**config.mk**
```make
export PLATFORM = sky130hd
export DESIGN_NAME = led_flow_monitor
export DESIGN_NICKNAME = d
export VERILOG_FILES = /design/src/rtl/led_flow_pkg.sv /design/src/rtl/led_flow_monitor_sync.sv /design/src/rtl/led_flow_monitor.sv
export SDC_FILE = /design/constraint.sdc
export NUM_CORES = 1
export LEC_CHECK = 0
export ABC_AREA = 0
export CAP_MARGIN = 20
export CORE_ASPECT_RATIO = 1.2
export CORE_MARGIN = 4
export CORE_UTILIZATION = 50
export DETAILED_ROUTE_END_ITERATION = 16
export PLACE_DENSITY = 0.8
export SETUP_SLACK_MARGIN = 0.5
export SLEW_MARGIN = 20
export SYNTH_ARGS = -nofsm -noshare
export SYNTH_HDL_FRONTEND = slang
export SYNTH_SLANG_ARGS = --single-unit
export TNS_END_PERCENT = 30
```
**constraint.sdc**
```tcl
create_clock -name clk_50M -period 4 [get_ports clk_50M]
set_input_delay 0.8 -clock clk_50M [delete_from_list [all_inputs] [get_ports clk_50M]]
set_output_delay 0.8 -clock clk_50M [all_outputs]
set_load 0.02 [all_outputs]
```
**src/rtl/led_flow_pkg.sv**
```systemverilog
// led_flow_pkg: shared state type, error codes and one-hot helpers for led_flow_monitor.
// Helpers take a fixed-width vector; callers zero-extend buses of up to MAX_W bits.
package led_flow_pkg;

    localparam int LED_W_DEFAULT = 10;
    localparam int MAX_W         = 64;

    typedef enum logic [1:0] {
        IDLE,
        ACQUIRE,
        TRACK
    } state_t;

    localparam logic [1:0] ERR_NONE    = 2'd0;
    localparam logic [1:0] ERR_PATTERN = 2'd1;
    localparam logic [1:0] ERR_STEP    = 2'd2;
    localparam logic [1:0] ERR_TIMING  = 2'd3;

    function automatic logic is_onehot(input logic [MAX_W-1:0] v);
        return (v != '0) && ((v & (v - MAX_W'(1))) == '0);
    endfunction

    function automatic logic [5:0] onehot_index(input logic [MAX_W-1:0] v);
        logic [5:0] idx;
        idx = '0;
        for (int i = 0; i < MAX_W; i++) begin
            if (v[i]) idx = 6'(i);
        end
        return idx;
    endfunction

endpackage

```
**src/rtl/led_flow_monitor_sync.sv**
```systemverilog
// led_sync: parameterized-width two-flop synchronizer with asynchronous active-high clear.
module led_sync #(
    parameter int W = 1
) (
    input  logic         clk,
    input  logic         rst,
    input  logic [W-1:0] d,
    output logic [W-1:0] q
);

    logic [W-1:0] s1;

    always_ff @(posedge clk or posedge rst) begin
        if (rst) begin
            s1 <= '0;
            q  <= '0;
        end else begin
            s1 <= d;
            q  <= s1;
        end
    end

endmodule

```
**src/rtl/led_flow_monitor.sv**
```systemverilog
// led_flow_monitor: passive checker that locks onto the one-hot LED rotation and flags errors.
// Optional: define LED_FLOW_MON_BOUNCE_EN to accept a reversal at either end position.
module led_flow_monitor
    import led_flow_pkg::*;
#(
    parameter int LED_W       = LED_W_DEFAULT,
    parameter int STEP_CYCLES = 50_000_000,
    parameter int TOL         = 1000
) (
    input  logic                     clk_50M,
    input  logic                     reset,
    input  logic [LED_W-1:0]         led,
    output logic                     locked,
    output logic                     dir,
    output logic [$clog2(LED_W)-1:0] pos,
    output logic [15:0]              step_count,
    output logic                     err_pulse,
    output logic [1:0]               err_code,
    output logic [7:0]               err_count
);

    localparam int PW      = $clog2(LED_W);
    localparam int CNT_MAX = STEP_CYCLES + TOL + 1;
    localparam int CW      = $clog2(CNT_MAX + 1);

    // cnt holds cycles since the last change minus one, so the window is shifted by one
    localparam logic [CW-1:0] CNT_SAT  = CW'(CNT_MAX);
    localparam logic [CW-1:0] CNT_LO   = CW'(STEP_CYCLES - TOL - 1);
    localparam logic [CW-1:0] CNT_HI   = CW'(STEP_CYCLES + TOL - 1);
    localparam logic [PW-1:0] POS_LAST = PW'(LED_W - 1);

    logic [LED_W-1:0] s2;
    logic [LED_W-1:0] led_q;
    logic             change;
    logic             s2_hot;
    logic [PW-1:0]    s2_idx;
    logic [PW-1:0]    pos_up;
    logic [PW-1:0]    pos_dn;
    logic [PW-1:0]    fwd_idx;
    logic             bounce_ok;
    logic [CW-1:0]    cnt;
    logic             cnt_sat;
    logic             interval_ok;

    state_t        state;
    state_t        state_nx;
    logic [PW-1:0] pos_nx;
    logic          dir_nx;
    logic          step_inc;
    logic          err_det;
    logic [1:0]    err_sel;
    logic          load_clr;

    led_sync #(.W(LED_W)) u_sync (
        .clk (clk_50M),
        .rst (reset),
        .d   (led),
        .q   (s2)
    );

    assign change      = (s2 != led_q);
    assign s2_hot      = is_onehot(MAX_W'(s2));
    assign s2_idx      = PW'(onehot_index(MAX_W'(s2)));
    assign pos_up      = (pos == POS_LAST) ? '0 : pos + PW'(1);
    assign pos_dn      = (pos == '0) ? POS_LAST : pos - PW'(1);
    assign fwd_idx     = dir ? pos_up : pos_dn;
    assign cnt_sat     = (cnt == CNT_SAT);
    assign interval_ok = (cnt >= CNT_LO) && (cnt <= CNT_HI);

`ifdef LED_FLOW_MON_BOUNCE_EN
    logic [PW-1:0] rev_idx;
    assign rev_idx   = dir ? pos_dn : pos_up;
    assign bounce_ok = ((pos == '0) || (pos == POS_LAST)) && (s2_idx == rev_idx);
`else
    assign bounce_ok = 1'b0;
`endif

    always_comb begin
        state_nx = state;
        pos_nx   = pos;
        dir_nx   = dir;
        step_inc = 1'b0;
        err_det  = 1'b0;
        err_sel  = ERR_NONE;
        load_clr = 1'b0;
        case (state)
            IDLE: begin
                if (s2_hot) begin
                    pos_nx   = s2_idx;
                    load_clr = 1'b1;
                    state_nx = ACQUIRE;
                end
            end
            ACQUIRE: begin
                if (change) begin
                    if (!s2_hot) begin
                        err_det = 1'b1;
                        err_sel = ERR_PATTERN;
                    end else if (s2_idx == pos_up || s2_idx == pos_dn) begin
                        dir_nx   = (s2_idx == pos_up);
                        pos_nx   = s2_idx;
                        step_inc = 1'b1;
                        state_nx = TRACK;
                    end else begin
                        err_det = 1'b1;
                        err_sel = ERR_STEP;
                    end
                end else if (cnt_sat) begin
                    err_det = 1'b1;
                    err_sel = ERR_TIMING;
                end
            end
            TRACK: begin
                if (change) begin
                    if (!s2_hot) begin
                        err_det = 1'b1;
                        err_sel = ERR_PATTERN;
                    end else if (s2_idx != fwd_idx && !bounce_ok) begin
                        err_det = 1'b1;
                        err_sel = ERR_STEP;
                    end else if (!interval_ok) begin
                        err_det = 1'b1;
                        err_sel = ERR_TIMING;
                    end else begin
                        pos_nx   = s2_idx;
                        dir_nx   = bounce_ok ? ~dir : dir;
                        step_inc = 1'b1;
                    end
                end else if (cnt_sat) begin
                    err_det = 1'b1;
                    err_sel = ERR_TIMING;
                end
            end
            default: state_nx = IDLE;
        endcase
        if (err_det) state_nx = IDLE;
    end

    always_ff @(posedge clk_50M or posedge reset) begin
        if (reset) begin
            state      <= IDLE;
            led_q      <= '0;
            cnt        <= '0;
            locked     <= 1'b0;
            dir        <= 1'b0;
            pos        <= '0;
            step_count <= '0;
            err_pulse  <= 1'b0;
            err_code   <= ERR_NONE;
            err_count  <= '0;
        end else begin
            state  <= state_nx;
            led_q  <= s2;
            if (change || load_clr) begin
                cnt <= '0;
            end else if (!cnt_sat) begin
                cnt <= cnt + CW'(1);
            end
            locked <= (state_nx == TRACK);
            dir    <= dir_nx;
            pos    <= pos_nx;
            if (step_inc) step_count <= step_count + 16'd1;
            err_pulse <= err_det;
            if (err_det) begin
                err_code <= err_sel;
                if (err_count != 8'hFF) err_count <= err_count + 8'd1;
            end
        end
    end

endmodule

```
==> metrics.txt, run 1 <==
outcome=finished, final reports clean; core box area=9080 µm²; Initial Utilization=51.4%; R2R depth=8; post-synthesis sequential area ratio=48.7%; average wire per standard cell=15.1 µm; cell accounting for the most synthesized area=dfrtp_1; Netlist cell types=58; global-route wire length before repair=16,500 µm; row count=38; Cell Count, Final, Fillers Out=628; dpl hpwl=6850 µm; power per cell area=482 nW/µm²; deepest clock path buffer count=2; Synth top area share=48.7%; gr ovfl total=0; Post-CTS Resized=0; cells after synthesis=460; FFs w/ async S/R, synth=100%; Area growth syn-to-layout=15.8%; Primary FF master, synth=dfrtp_1; crit path DAT=3.59 ns; vias per cell=5.58; DIE AREA=11,000 µm²; Synth Register Bits=91; syn_nets=480; largest net degree at the start of global routing=51; Hold Buf Count CTS=0; clock root cell=clkbuf_8; crit path max fanout=10; top cells by area, synth=dfrtp_1, xor2_1, nor2_1; 1st-pass router iterations=4; crit path from=u_sync.q[4]; CP Cell Sequence=or2_2 > o21ai_1 > mux2_2 > o31a_1 > a21o_1 > a21o_1 > a211oi_1 > mux2_2; GP Congestion=0.946; Die X=96.2 µm; Clock Skews=0.00915 ns; H-tree depth=3; slowest CP cell=dfrtp_1; Tot GR Track Use=18.9%; Post-synth EDFFs=0; reg2reg start=u_sync.q[4]; CTS sink cnt=91; clk slew on worst S/H paths=0.09 ns; CTS buffer count=9; routed wire length=9490 µm; Nets=523; antenna violations before repair=0; number of max-cap violations=0; layout cells sized above 1=8.07%; insertion delay of the later-clocked pin in the worst-skew pair=0.36 ns; Leakage Power=2.23 nW; Syn Std Cell Area=4670 µm²; Slew HR=44.0%; Critical Path RT=4.26 ns; Post-CTS Setup Bufs=0; Levels on crit path=8; slowest stage delay, CP=0.47 ns; dpl cells=612; via count=3,507; RSZ-0062 raised after global routing=true; worst r2r dst=err_count[1]; crit share post-route=83.4%; post-route ant nets=0; maximum VDD drop=0.204 mV; drt drc=0; Setup crit end kind=register; Worst Setup EP=err_count[1]; number of global-route vias before repair=3,564; worst hold path class=reg -> reg; critical path class=reg -> reg; Hold Vio Cnt, Final=0; I/O Buffers=44; Bufs and invs on worst path=0; Ant. Diodes=0; Design Power=2.61 mW; fin. max-slew vios=0; Worst-Margin Slew=0.839 ns; die height=114 µm; Min Clock Period, post-route=3.34 ns; setup TNS=0 ns; Max Fclk=0.300 GHz; CP top delay family=compound AO/OA/AOI/OAI gates; crit path launch type=register; Yosys Warn Count=0; Ports=45; DRT iter0 DRCs=188; CTS tree=built; FF-to-FF setup slack=0.66 ns; Final Setup Violations=0; synthesized area per cell=10.2 µm²
## worst register-to-register path: cells and delay by family (launching register included)
| kind | cells | cell delay (ns) |
|---|---|---|
| compound gates | 5 | 1.65 |
| flops | 1 | 0.47 |
| mux | 2 | 0.78 |
| simple gates | 1 | 0.35 |
## kinds of logic after synthesis
family	count (synthesis)	share of synthesized area, %
AOI/OAI and AO/OA	79	11.6
xor gates and xnor gates	59	11.1
adders and majority gates	9	2.36
buffers and inverters	29	2.52
DFF	91	48.7
muxes	11	2.68
and+or+nand+nor	182	21.1
## sequential cells by signal, summed over array words and instances (netlist names)
name        count
err_code        2
led_q          10
err_count       8
cnt            26
u_sync.s1      10
locked          1
state           2
step_count     16
dir             1
err_pulse       1
u_sync.q       10
pos             4
## Yosys cell counts, types with 2 or more instances
| cell | number |
|---|---|
| a31oi_1 | 3 |
| a211oi_1 | 8 |
| nor3_1 | 12 |
| mux2i_1 | 2 |
| mux2_2 | 8 |
| o31ai_1 | 5 |
| nand3b_1 | 2 |
| dfrtp_1 | 91 |
| a2111oi_0 | 7 |
| a2bb2oi_1 | 2 |
| and3_1 | 9 |
| nand3_1 | 23 |
| a21oi_1 | 18 |
| nor4_1 | 5 |
| o21ai_0 | 14 |
| nand4_1 | 11 |
| and2_1 | 3 |
| nand2b_1 | 6 |
| inv_1 | 13 |
| nor3b_1 | 2 |
| a21o_1 | 5 |
| clkbuf_1 | 13 |
| nor2b_1 | 6 |
| nand2_1 | 26 |
| o311ai_0 | 2 |
| or3_1 | 5 |
| and4_1 | 4 |
| or4_1 | 6 |
| or2_2 | 7 |
| xor2_1 | 41 |
| nand4b_1 | 2 |
| nor2_1 | 46 |
| ha_1 | 8 |
| xnor2_1 | 18 |
| a211o_1 | 4 |
## how the worst min path moves through the flow
stage,slack [ns],to,cells after the start,startpoint
3_3_place_gp,0.34,u_sync.q[1],0,u_sync.s1[1]
4_1_cts,0.34,u_sync.q[7],0,u_sync.s1[7]
2_1_floorplan,0.33,u_sync.q[0],0,u_sync.s1[0]
3_5_place_dp,0.33,u_sync.q[4],0,u_sync.s1[4]
5_1_grt,0.35,u_sync.q[7],0,u_sync.s1[7]
6_report,0.35,u_sync.q[7],0,u_sync.s1[7]
## where the power goes
group / internal [mW] / total [mW] / switching (mW) / leakage (nW)
Combinational: 0.393 / 0.908 / 0.515 / 0.958
Sequential: 1.00 / 1.12 / 0.121 / 1.18
Clock: 0.238 / 0.576 / 0.338 / 0.0965
## cell usage in the layout, fill, tap and decap left out, drive strengths merged, types with 5 or more instances in the layout
| cell | instances |
|---|---|
| and3 | 9 |
| a2111oi | 7 |
| inv | 16 |
| ha | 8 |
| dfrtp | 91 |
| nand4 | 11 |
| o21ai | 15 |
| mux2 | 9 |
| nor3 | 12 |
| a21oi | 18 |
| clkbuf | 9 |
| nor2b | 6 |
| or3 | 5 |
| xor2 | 41 |
| nand2b | 6 |
| a21o | 5 |
| clkdlybuf4s50 | 44 |
| xnor2 | 18 |
| or4 | 6 |
| o31ai | 5 |
| a211oi | 8 |
| nand2 | 26 |
| nor4 | 7 |
| or2 | 7 |
| nand3 | 23 |
| nor2 | 46 |
## area by class of cell
| type | instances | area, µm² |
|---|---|---|
| fillers | 749 | 3670 |
| multi-input cells | 340 | 2280 |
| flip-flops and latches | 91 | 2280 |
| repair buffers | 48 | 470 |
| well taps | 120 | 150 |
| clock buffers | 9 | 124 |
| clock inverters | 7 | 60.1 |
| inverters | 13 | 50.0 |
## per-stage QoR
step | hold WS [ns] | setup WS [ns] | utilization (%) | instance area (µm²)
2_1_floorplan | 0.331 | 0.836 | - | 4670
3_5_place_dp | 0.335 | 0.678 | 57.5 | 5230
6_report | 0.345 | 0.663 | 59.6 | 5410
5_1_grt | 0.347 | 0.412 | 59.6 | 5410
3_3_place_gp | 0.335 | 0.754 | 57.5 | 5230
4_1_cts | 0.343 | 0.652 | 59.6 | 5410
## metal layers
| metal | vias up | global-route usage, % | wire, µm |
|---|---|---|---|
| met5 | - | 0 | 0 |
| met4 | 0 | 7.21 | 198 |
| met3 | 18 | 4.22 | 266 |
| met2 | 56 | 31.7 | 4880 |
| met1 | 1701 | 23.6 | 4140 |
| li1 | 1732 | - | - |
Power figures use the tool's default switching activity.
==> run 2, diff against run 1 <==
--- a/config.mk
+++ b/config.mk
@@ -11,7 +11,7 @@
 export CORE_MARGIN = 4
 export CORE_UTILIZATION = 50
 export DETAILED_ROUTE_END_ITERATION = 16
-export PLACE_DENSITY = 0.8
+export PLACE_DENSITY = 0.83
 export SETUP_SLACK_MARGIN = 0.5
 export SLEW_MARGIN = 20
 export SYNTH_ARGS = -nofsm -noshare
==> constraint.sdc (replaced) <==
create_clock -name clk_50M -period 3.05 [get_ports clk_50M]
set_input_delay 0.61 -clock clk_50M [delete_from_list [all_inputs] [get_ports clk_50M]]
set_output_delay 0.61 -clock clk_50M [all_outputs]
set_load 0.02 [all_outputs]
==> run 2 against run 1 <==
Final area up 12%. Sequential share of layout area shrank 4.4 points. Hold slack better by 0.0045 ns. Cell count rose by 5.4%. Combinational power up 87%. Fmax rose by 11%. Non-clock buffer count up 32. Sequential power increased by 30%. Register-to-register slack worse by 0.61 ns. Clock power is 59% higher. Die area unchanged. Core utilization rose by 7.2 points. Critical path type unchanged. Critical endpoint is now step_count[10].
==> metrics.txt, run 2 (synthesis results as in run 1) <==
outcome=finished, final reports clean (unchanged); Cell Count, Final, Fillers Out=662 (was 628); slowest stage delay, CP=0.51 ns (was 0.47 ns); RSZ-0062 raised after global routing=true (unchanged); critical path class=reg -> reg (unchanged); post-route ant nets=0 (unchanged); drt drc=0 (unchanged); Initial Utilization=51.4% (unchanged); die height=114 µm (unchanged); I/O Buffers=44 (unchanged); Ports=45 (unchanged); core box area=9080 µm² (unchanged); slowest CP cell=or4b_1 (was dfrtp_1); met1 Use GR=27.7% (was 23.6%); number of global-route vias before repair=3,799 (was 3,564); number of max-cap violations=0 (unchanged); Min Clock Period, post-route=3.00 ns (was 3.34 ns); crit path DAT=3.28 ns (was 3.59 ns); worst hold path class=reg -> reg (unchanged); clk slew on worst S/H paths=0.09 ns (about the same); CTS sink cnt=91 (unchanged); Area growth syn-to-layout=29.8% (was 15.8%); CTS buffer count=9 (unchanged); GP Congestion=0.953 (was 0.946); fin. max-slew vios=0 (unchanged); dpl cells=632 (was 612); Hold Buf Count CTS=0 (unchanged); grt met2 use=34.8% (was 31.7%); power per cell area=671 nW/µm² (was 482 nW/µm²); 1st-pass router iterations=4 (unchanged); Max Fclk=0.333 GHz (was 0.300 GHz); insertion delay of the later-clocked pin in the worst-skew pair=0.37 ns (was 0.36 ns); vias per cell=5.77 (was 5.58); average wire per standard cell=16.6 µm (was 15.1 µm); deepest clock path buffer count=2 (unchanged); antenna violations before repair=0 (unchanged); Ant. Diodes=0 (unchanged); H-tree depth=3 (unchanged); Setup crit end kind=register (unchanged); global-route wire length before repair=18,300 µm (was 16,500 µm); Slew HR=55.9% (was 44.0%); layout cells sized above 1=22.1% (was 8.07%); Reg with most FFs=cnt (unchanged); CTS tree=built (unchanged); flip-flop count of the largest register after layout=26 (unchanged); row count=38 (unchanged); hold slack=0.350 ns (was 0.345 ns); clock root cell=clkbuf_8 (unchanged); maximum VDD drop=0.281 mV (was 0.204 mV); Die X=96.2 µm (unchanged); Tot GR Track Use=21.0% (was 18.9%); Clock Skews=0.0147 ns (was 0.00915 ns); crit path launch type=register (unchanged); CP Cell Sequence=or4b_1 > or4_4 > nor4_4 > o311ai_1 > a2111o_1 > mux2_4 > nor4_2 > xor2_1 (was or2_2 > o21ai_1 > mux2_2 > o31a_1 > a21o_1 > a21o_1 > a211oi_1 > mux2_2); Regs by FF count=cnt x26, step_count x16 (unchanged); Critical Path RT=3.33 ns (was 4.26 ns); Nets=557 (was 523); gr ovfl total=0 (unchanged); crit path max fanout=5 (was 10); grt met3 use=4.02% (was 4.22%); largest net degree at the start of global routing=92 (was 51); DRT iter0 DRCs=226 (was 188); Leakage Power=2.53 nW (was 2.23 nW); Worst-Margin Slew=0.659 ns (was 0.839 ns); Hold Vio Cnt, Final=0 (unchanged); commonest non-fill, non-tap cell in the layout=dfrtp_1 (unchanged); Final Setup Violations=0 (unchanged); dpl hpwl=7050 µm (was 6850 µm); DIE AREA=11,000 µm² (unchanged); routed wire length=11,000 µm (was 9490 µm); via count=3,823 (was 3,507); crit share post-route=98.4% (was 83.4%); fillers=642 (was 749); most frequent cells in the layout=dfrtp_1, clkdlybuf4s50_1, nor2_1, xor2_1, buf_4 (was dfrtp_1, nor2_1, clkdlybuf4s50_1, xor2_1, nand2_1); gr busiest metal=met2 (unchanged)
==> run 2: cell types whose count changed in the layout (fill, tap and decap cells not counted), moves of 4 or more <==
cell / change
buf_4: +29
nor3_1: -6
a211oi_1: -4
dfrtp_2: +5
a2111oi_0: -4
dfrtp_1: -5
==> run 2: metrics by stage <==
stage / utilization (%) / area (µm²) / power (mW) / TNS [ns] / setup WS (ns)
3_3_place_gp: 60.5 / 5500 / 2.74 / 0 / 0.0357
2_1_floorplan: - / 4790 / 2.41 / 0 / 0.107
5_1_grt: 66.8 / 6070 / 4.27 / -0.0338 / -0.0279
4_1_cts: 65.0 / 5900 / 3.89 / 0 / 0.145
3_5_place_dp: 60.5 / 5500 / 2.79 / -0.0699 / -0.0442
6_report: 66.8 / 6070 / 4.07 / 0 / 0.0502
==> run 2: power breakdown <==
group	internal [mW]	total (mW)	switching [mW]
registers	1.32	1.46	0.141
logic	0.736	1.70	0.963
clock network	0.469	0.916	0.447
total	2.52	4.07	1.55
==> run 2: final timing paths <==
path	endpoint	startpoint	slack (ns)	depth (start not counted)
max reg2reg	step_count[10]	cnt[16]	0.05	8
max in group asynchronous	u_sync.q[9]	reset	1.92	3
min	u_sync.q[8]	u_sync.s1[8]	0.35	0
min in group asynchronous	step_count[3]	reset	0.72	3
min reg2reg	u_sync.q[8]	u_sync.s1[8]	0.35	0
max	step_count[10]	cnt[16]	0.05	8
==> run 2: critical path, delay by kind of cell, from the launching register on <==
family	cells	cell delay, ns
AND/OR/NAND/NOR	4	1.46
AO/OA/AOI/OAI	2	0.50
flip-flops	1	0.38
multiplexers	1	0.37
XOR/XNOR	1	0.21
==> run 2: metal layers <==
| layer | wire, µm | vias up |
|---|---|---|
| li1 | - | 1806 |
| met1 | 4480 | 1893 |
| met2 | 5810 | 103 |
| met3 | 473 | 21 |
| met4 | 228 | 0 |
| met5 | 0 | - |
==> run 2: layout make-up <==
cell class / count / area [µm²] / area share [%]
multi-input cells: 342 / 2620 / 43.2
clock inverters: 7 / 100 / 1.65
clock buffers: 9 / 124 / 2.04
repair buffers: 80 / 738 / 12.2
well taps: 120 / 150 / 2.48
inverters: 13 / 52.6 / 0.866
flip-flops and latches: 91 / 2280 / 37.6
==> run 2: what timing repair did <==
action                                  in CTS  in global routing
gates cloned                                 2                  0
setup buffers                                9                  3
resized for setup                           30                 27
pin swaps                                    5                 13
endpoints found under the setup margin      34                 34
==> run 3, diff against run 2 <==
--- a/config.mk
+++ b/config.mk
@@ -13,7 +13,6 @@
 export DETAILED_ROUTE_END_ITERATION = 16
 export PLACE_DENSITY = 0.83
 export SETUP_SLACK_MARGIN = 0.5
-export SLEW_MARGIN = 20
 export SYNTH_ARGS = -nofsm -noshare
 export SYNTH_HDL_FRONTEND = slang
 export SYNTH_SLANG_ARGS = --single-unit
==> results of run 3 <==
Final layout, timing and power as in run 2 (identical DEF).
